`src/rtl/strip_feeder_if.sv`:
```
// Strip-input bus of the feature-map feeder: SRAM read port on one side,
// valid/ready strip stream toward the conv pipeline on the other.
interface strip_feeder_if #(
  parameter int PP_PAR = 8,
  parameter int DATA_W = 8,
  parameter int ADDR_W = 16
);
  logic                       mem_rd_en;
  logic [ADDR_W-1:0]          mem_rd_addr;
  logic [PP_PAR*DATA_W-1:0]   mem_rd_data;
  logic                       dout_valid;
  logic                       dout_ready;
  logic [PP_PAR*DATA_W-1:0]   dout_data;
  logic [15:0]                dout_col;
  logic [15:0]                dout_row;
  logic                       dout_last;

  modport master (
    output mem_rd_en, mem_rd_addr,
    input  mem_rd_data,
    output dout_valid, dout_data, dout_col, dout_row, dout_last,
    input  dout_ready
  );

  modport slave (
    input  mem_rd_en, mem_rd_addr,
    output mem_rd_data,
    input  dout_valid, dout_data, dout_col, dout_row, dout_last,
    output dout_ready
  );
endinterface

```
`src/rtl/strip_feeder.sv`:
```
// Feeds an image from the feature-map SRAM to the conv pipeline as tagged
// strips in row-major order. Reads are credit-limited so that the 2-entry
// prefetch FIFO plus the single in-flight read never exceed two strips.
//
// state | meaning
// ------+---------------------------------------------------------
// IDLE  | waiting for start; configuration latched on start
// RUN   | issuing SRAM reads row by row as credit allows
// DRAIN | all reads issued; waiting for the last strip to be taken
// DONE  | frame complete; done held until start is low
module strip_feeder #(
  parameter int PP_PAR = 8,
  parameter int DATA_W = 8,
  parameter int ADDR_W = 16
) (
  input  logic              clk,
  input  logic              rst_n,
  input  logic              start,
  input  logic [15:0]       img_width_strips,
  input  logic [15:0]       img_height,
  input  logic [ADDR_W-1:0] base_addr,
  input  logic [ADDR_W-1:0] row_stride,
  output logic              busy,
  output logic              done,
  strip_feeder_if.master    bus
);

  localparam int DW = PP_PAR * DATA_W;

  typedef enum logic [1:0] {IDLE, RUN, DRAIN, DONE} state_t;

  state_t            state;
  logic [15:0]       width;
  logic [15:0]       height;
  logic [ADDR_W-1:0] stride;
  logic [15:0]       rd_col;
  logic [15:0]       rd_row;
  logic [ADDR_W-1:0] row_base;

  logic              inflight;
  logic [15:0]       inflight_col;
  logic [15:0]       inflight_row;

  logic [DW-1:0]     fifo_data [2];
  logic [15:0]       fifo_col  [2];
  logic [15:0]       fifo_row  [2];
  logic              wr_ptr;
  logic              rd_ptr;
  logic [1:0]        fifo_count;

  logic              push;
  logic              pop;
  logic              issue;
  logic [2:0]        occupancy;
  logic              row_end;
  logic              frame_end;

  assign push      = inflight;
  assign pop       = bus.dout_valid && bus.dout_ready;
  // Strips already owed to the consumer, less the one leaving this cycle.
  assign occupancy = {1'b0, fifo_count} + {2'b00, inflight} - {2'b00, pop};
  assign issue     = (state == RUN) && (occupancy < 3'd2);
  assign row_end   = (rd_col == width - 16'd1);
  assign frame_end = row_end && (rd_row == height - 16'd1);

  assign bus.mem_rd_en   = issue;
  assign bus.mem_rd_addr = row_base + ADDR_W'(rd_col);

  assign bus.dout_valid  = (fifo_count != 2'd0);
  assign bus.dout_data   = fifo_data[rd_ptr];
  assign bus.dout_col    = fifo_col[rd_ptr];
  assign bus.dout_row    = fifo_row[rd_ptr];
  assign bus.dout_last   = bus.dout_valid
                           && (fifo_row[rd_ptr] == height - 16'd1)
                           && (fifo_col[rd_ptr] == width - 16'd1);

  // Frame sequencing, read-address walk and busy/done flags.
  always_ff @(posedge clk or negedge rst_n) begin
    if (!rst_n) begin
      state    <= IDLE;
      width    <= '0;
      height   <= '0;
      stride   <= '0;
      rd_col   <= '0;
      rd_row   <= '0;
      row_base <= '0;
      busy     <= 1'b0;
      done     <= 1'b0;
    end else begin
      case (state)
        IDLE: begin
          if (start) begin
            width    <= img_width_strips;
            height   <= img_height;
            stride   <= row_stride;
            rd_col   <= '0;
            rd_row   <= '0;
            row_base <= base_addr;
            if (img_width_strips == 16'd0 || img_height == 16'd0) begin
              state <= DONE;
              done  <= 1'b1;
            end else begin
              state <= RUN;
              busy  <= 1'b1;
            end
          end
        end
        RUN: begin
          if (issue) begin
            if (row_end) begin
              rd_col   <= '0;
              rd_row   <= rd_row + 16'd1;
              row_base <= row_base + stride;
              if (frame_end) state <= DRAIN;
            end else begin
              rd_col <= rd_col + 16'd1;
            end
          end
        end
        DRAIN: begin
          // The last strip is the only one left once nothing is in flight,
          // so the FIFO emptying on this edge means it was just accepted.
          if (!inflight && (fifo_count == 2'd0 || (fifo_count == 2'd1 && pop))) begin
            state <= DONE;
            busy  <= 1'b0;
            done  <= 1'b1;
          end
        end
        DONE: begin
          if (!start) begin
            state <= IDLE;
            done  <= 1'b0;
          end
        end
        default: state <= IDLE;
      endcase
    end
  end

  // Tag of the read whose data returns next cycle; cleared by reset so a
  // read pending across reset is never pushed.
  always_ff @(posedge clk or negedge rst_n) begin
    if (!rst_n) begin
      inflight     <= 1'b0;
      inflight_col <= '0;
      inflight_row <= '0;
    end else begin
      inflight <= issue;
      if (issue) begin
        inflight_col <= rd_col;
        inflight_row <= rd_row;
      end
    end
  end

  // Two-entry prefetch FIFO holding returned strips with their tags.
  always_ff @(posedge clk or negedge rst_n) begin
    if (!rst_n) begin
      for (int i = 0; i < 2; i++) begin
        fifo_data[i] <= '0;
        fifo_col[i]  <= '0;
        fifo_row[i]  <= '0;
      end
      wr_ptr     <= 1'b0;
      rd_ptr     <= 1'b0;
      fifo_count <= 2'd0;
    end else begin
      if (push) begin
        fifo_data[wr_ptr] <= bus.mem_rd_data;
        fifo_col[wr_ptr]  <= inflight_col;
        fifo_row[wr_ptr]  <= inflight_row;
        wr_ptr            <= ~wr_ptr;
      end
      if (pop) rd_ptr <= ~rd_ptr;
      case ({push, pop})
        2'b10:   fifo_count <= fifo_count + 2'd1;
        2'b01:   fifo_count <= fifo_count - 2'd1;
        default: fifo_count <= fifo_count;
      endcase
    end
  end

endmodule

```
`src/flat_wrapper.sv`:
```
// flat-port wrapper written by rule: the top's interface ports become plain ports
module strip_feeder_flat 
#(
  parameter int PP_PAR = 8,
  parameter int DATA_W = 8,
  parameter int ADDR_W = 16
)
  (clk, rst_n, start, img_width_strips, img_height, base_addr, row_stride, busy, done, bus_mem_rd_en, bus_mem_rd_addr, bus_mem_rd_data, bus_dout_valid, bus_dout_data, bus_dout_col, bus_dout_row, bus_dout_last, bus_dout_ready);
  strip_feeder_if #(.PP_PAR(PP_PAR), .DATA_W(DATA_W), .ADDR_W(ADDR_W)) bus_i ();
  input  logic clk;
  input  logic rst_n;
  input  logic start;
  input  logic [15:0] img_width_strips;
  input  logic [15:0] img_height;
  input  logic [ADDR_W-1:0] base_addr;
  input  logic [ADDR_W-1:0] row_stride;
  output logic busy;
  output logic done;
  output wire logic [$bits(bus_i.mem_rd_en)-1:0] bus_mem_rd_en;
  output wire logic [$bits(bus_i.mem_rd_addr)-1:0] bus_mem_rd_addr;
  input wire logic [$bits(bus_i.mem_rd_data)-1:0] bus_mem_rd_data;
  output wire logic [$bits(bus_i.dout_valid)-1:0] bus_dout_valid;
  output wire logic [$bits(bus_i.dout_data)-1:0] bus_dout_data;
  output wire logic [$bits(bus_i.dout_col)-1:0] bus_dout_col;
  output wire logic [$bits(bus_i.dout_row)-1:0] bus_dout_row;
  output wire logic [$bits(bus_i.dout_last)-1:0] bus_dout_last;
  input wire logic [$bits(bus_i.dout_ready)-1:0] bus_dout_ready;
  assign bus_mem_rd_en = bus_i.mem_rd_en;
  assign bus_mem_rd_addr = bus_i.mem_rd_addr;
  assign bus_i.mem_rd_data = bus_mem_rd_data;
  assign bus_dout_valid = bus_i.dout_valid;
  assign bus_dout_data = bus_i.dout_data;
  assign bus_dout_col = bus_i.dout_col;
  assign bus_dout_row = bus_i.dout_row;
  assign bus_dout_last = bus_i.dout_last;
  assign bus_i.dout_ready = bus_dout_ready;
  strip_feeder #(.PP_PAR(PP_PAR), .DATA_W(DATA_W), .ADDR_W(ADDR_W)) u_core (.clk(clk), .rst_n(rst_n), .start(start), .img_width_strips(img_width_strips), .img_height(img_height), .base_addr(base_addr), .row_stride(row_stride), .busy(busy), .done(done), .bus(bus_i));
endmodule
```
`config.mk`:
```
export PLATFORM = sky130hd
export DESIGN_NAME = strip_feeder_flat
export DESIGN_NICKNAME = d
export VERILOG_FILES = /design/src/rtl/strip_feeder_if.sv /design/src/rtl/strip_feeder.sv /design/src/flat_wrapper.sv
export SDC_FILE = /design/constraint.sdc
export NUM_CORES = 1
export LEC_CHECK = 0
export ABC_AREA = 1
export CORE_MARGIN = 3
export CORE_UTILIZATION = 60
export DETAILED_ROUTE_END_ITERATION = 8
export HOLD_SLACK_MARGIN = 0.08
export PLACE_DENSITY = 0.93
export SLEW_MARGIN = 30
export SYNTH_ARGS = -nofsm -noshare
export SYNTH_HDL_FRONTEND = slang
export SYNTH_SLANG_ARGS = --single-unit
```
`constraint.sdc`:
```
create_clock -name clk -period 6.6 [get_ports clk]
set_input_delay 1.65 -clock clk [delete_from_list [all_inputs] [get_ports clk]]
set_output_delay 1.65 -clock clk [all_outputs]
set_load 0.05 [all_outputs]
```
==> impl_results.md <==
- Status: finished, final reports clean
- Die Y: 176.6 microns
- Synth Register Bits: 329
- CTS Hold Bufs: 0
- Min-delay worst type: register to register
- DRC Markers: 0
- First-pass GRT wire length: 81.03 mm
- F_max: 171.4 MHz
- Routed WL per cell: 17.27 microns
- Antenna-violating nets left: 0
- Main flop type after synthesis: dfrtp_1
- Syn nets: 2475
- IO Port Bufs: 248
- Synth Instances: 2299
- Initial antenna violation count: 0
- Worst r2r path cells: 12
- H-tree levels: 2
- Power density over the cells: 571.5 mW/mm^2
- Leak Pwr: around 11 nW
- Startpoint types: primary input
- Diodes inserted: 0
- Crit path DAT: 4190 ps
- CP max stage cell: clkdlybuf4s50_1
- Post-synth EDFFs: 0
- Placer Congestion: 0.9687
- Via-per-instance ratio: around 5.7
- Final hold violations: 0
- Critical Path Max Stage Delay: 510 ps
- Area share of and/or/nand/nor cells after synthesis: around a quarter
- Hold Crit Depth: 2
- Std-Cell Rows: just over 60
- DR pass1 iterations: 8
- Clock skew: 13.68 ps
- Async SR Flop Fraction: 100.0%
- Main combinational cell family by area after synthesis: simple AND/OR/NAND/NOR gates
- Synth Area in Compound Gates: roughly 11%
- Setup tns final: 0 ps
- Syn Area/Cell: 7.592 sq um
- Synth warnings: 0
- Mux contribution to synthesized area: under 10%
- CP Buf/Inv Count: 3
- Family with the most delay on the worst path: simple AND/OR/NAND/NOR gates
- MaxCap Viol Count: 0
- GRT Total Usage: 31.97%
- WP depth: 10
- Gr ovfl total: 0
- Design Area, Final: 0.02145 sq mm
- Slew headroom: roughly 36%
- Peak VDD IR: 0.0004358 V
- Final min period: between 5000 and 6000 ps
- Synth Area in Adders: 3.283%
- Worst setup EP type: output pin
- Placed inst area: about 0.020 sq mm
- Die width: 176.6 microns
- Setup CP Type: primary input to output pin
- RSZ-0062 raised after global routing: false
- Worst-case clock buffer depth: 3
- CTS root buf: clkbuf_16
- Initial Utilization: around three fifths
- Die Area: around 0.031 sq mm
- Vias: about 16000
- Core area: between 0.02 and 0.03 sq mm
- Vias in the first global route: between 15000 and 20000
- Count of cell types in the netlist: 45
- DP HPWL: 34.74 mm
- Clock transition at the registers of the reported paths: ~60 ps
- Crit-path cells: clkdlybuf4s50_1, inv_1, nor2_1, ha_1, or2_2, fa_1, xnor2_1, nand2_1, nor2_4, buf_12
- Seq/Total Area, Yosys: 47.17%
- Xor/xnor share of the synthesized area: between 3 and 4%
- CTS sink cnt: between 300 and 400
- Post-route clock period utilization: 88.42%
- Final-report setup violation count: 0
- Largest net degree at the start of global routing: 131
- Post-synthesis cell area: 0.01745 sq mm
- IO Pins: 249
- Fin. max-slew vios: 0
- Detailed-route wire length: 50.18 mm
- Total CTS buffers: 36
- Pin slew with the least headroom to its limit: between 900 and 1000 ps
- Worst-Skew Late Latency: 520 ps
- CTS tree: yes
- Nets: 2679
- Post-CTS Resized: 0
- Post-CTS setup buffers: 0
- DR iter-0 viols: 1917
- Worst-path maximum fanout: 4
- Worst path required time: 4950 ps
- Synth-to-layout area growth: 22.91%
- Share of layout cells above drive strength 1: 5.142%
[power by group]
group	total, mW	internal, mW	switching, mW
clock	2.13	1.32	0.817
combinational	6.64	2.10	4.54
sequential	3.49	2.89	0.599
[cells in the mapped netlist (11+ instances only)]
cell type / instances / area [sq um]
or2_2: 11 / 68.82
o21ai_0: 267 / 1336
nand4_1: 18 / 112.6
nand3_1: 105 / 525.5
buf_1: 11 / 41.29
inv_1: 218 / 818.3
dfrtp_1: 329 / 8233
nor2_1: 130 / 488.0
xor2_1: 56 / 490.5
nor4_1: 11 / 68.82
ha_1: 41 / 513.0
nor3_1: 24 / 120.1
mux2_2: 16 / 180.2
clkbuf_1: 77 / 289.0
xnor2_1: 17 / 148.9
nand2_1: 828 / 3108
a21oi_1: 68 / 340.3
[cells by family (layout without fill, tap and decap cells)]
kind of cell | count (synthesis) | after routing
and+or+nand+nor | 1147 | 1147
buffers and inverters | 318 | 547
adders and majority gates | 44 | 44
AOI/OAI and AO/OA | 372 | 372
muxes | 16 | 16
DFF | 329 | 329
xor gates and xnor gates | 73 | 73
[routing by layer]
| metal | share of wire, % | global-route usage, % | routed length, microns | vias up |
|---|---|---|---|---|
| li1 | - | - | - | 7719 |
| met1 | 39 | 42.02 | 19730 | 7816 |
| met2 | 48 | 54.09 | 24140 | 794 |
| met3 | 9.6 | 6.172 | 4839 | 123 |
| met4 | 2.9 | 9.820 | 1472 | 0 |
| met5 | 0 | 0 | 0 | - |
[layout make-up]
| cell class | count | area, sq um |
|---|---|---|
| Clock inverter | 15 | 240.2 |
| Timing Repair Buffer | 262 | 2648 |
| Tap cell | 378 | 473.0 |
| Clock buffer | 48 | 1016 |
| Fill cell | 1947 | 6789 |
| Sequential cell | 329 | 8234 |
| Inverter | 222 | 834.6 |
| Multi-Input combinational cell | 1652 | 8005 |
[tightest hold or removal path, stage by stage, from the launching register on]
cell	delay, ps
dfrtp_1	340
nand2_1	50
o21ai_0	60
[metrics by stage]
step	hold slack, ps	util [%]	cells	setup WS (ps)	total power [mW]
2_1_floorplan	445.7	-	2299	923.9	7.931
3_3_place_gp	459.2	71.34	2841	930.3	9.752
3_5_place_dp	468.0	71.41	2842	845.8	9.997
4_1_cts	483.0	75.86	2905	779.6	12.21
5_1_grt	505.1	75.96	2906	664.3	13.00
6_report	478.9	75.96	2906	764.0	12.26
[flip-flops by register name, indices dropped and copies added, names as in the netlist, 2 cells and up]
signal / flops
u_core.width: 16
u_core.inflight_row: 16
u_core.fifo_data: 128
u_core.state: 2
u_core.fifo_count: 2
u_core.fifo_col: 32
u_core.inflight_col: 16
u_core.fifo_row: 32
u_core.height: 16
u_core.stride: 16
u_core.rd_col: 16
u_core.row_base: 16
u_core.rd_row: 16
[path summary, 6_finish.rpt]
check	slack (ps)	endpoint	startpoint
max in group asynchronous	4230	u_core.rd_ptr$_DFFE_PN0P_	rst_n
setup / recovery	760	bus_mem_rd_en	bus_dout_ready
min in group asynchronous	1020	u_core.fifo_data[10]$_DFFE_PN0P_	rst_n
hold / removal	480	u_core.fifo_col[26]$_DFFE_PN0P_	u_core.fifo_col[26]$_DFFE_PN0P_
setup reg to reg	2750	u_core.rd_row[7]$_DFFE_PN0P_	u_core.fifo_count[1]$_DFFE_PN0N_
hold reg to reg	480	u_core.fifo_col[26]$_DFFE_PN0P_	u_core.fifo_col[26]$_DFFE_PN0P_
[layout by cell type, fill, tap and decap left out, types with 10 or more instances in the layout]
cell	netlist	final
a21oi_1	68	68
xor2_1	56	56
or2_2	11	10
buf_4	1	11
dfrtp_1	329	328
nor4_1	11	11
nand3_1	105	105
ha_1	41	41
nor2_1	130	129
nand4_1	18	18
clkdlybuf4s50_1	0	246
mux2_2	16	16
inv_1	218	217
xnor2_1	17	17
o21ai_0	267	267
nand2_1	828	826
clkbuf_16	0	36
nor3_1	24	24
Note: power is estimated with default switching activity, not from simulation.
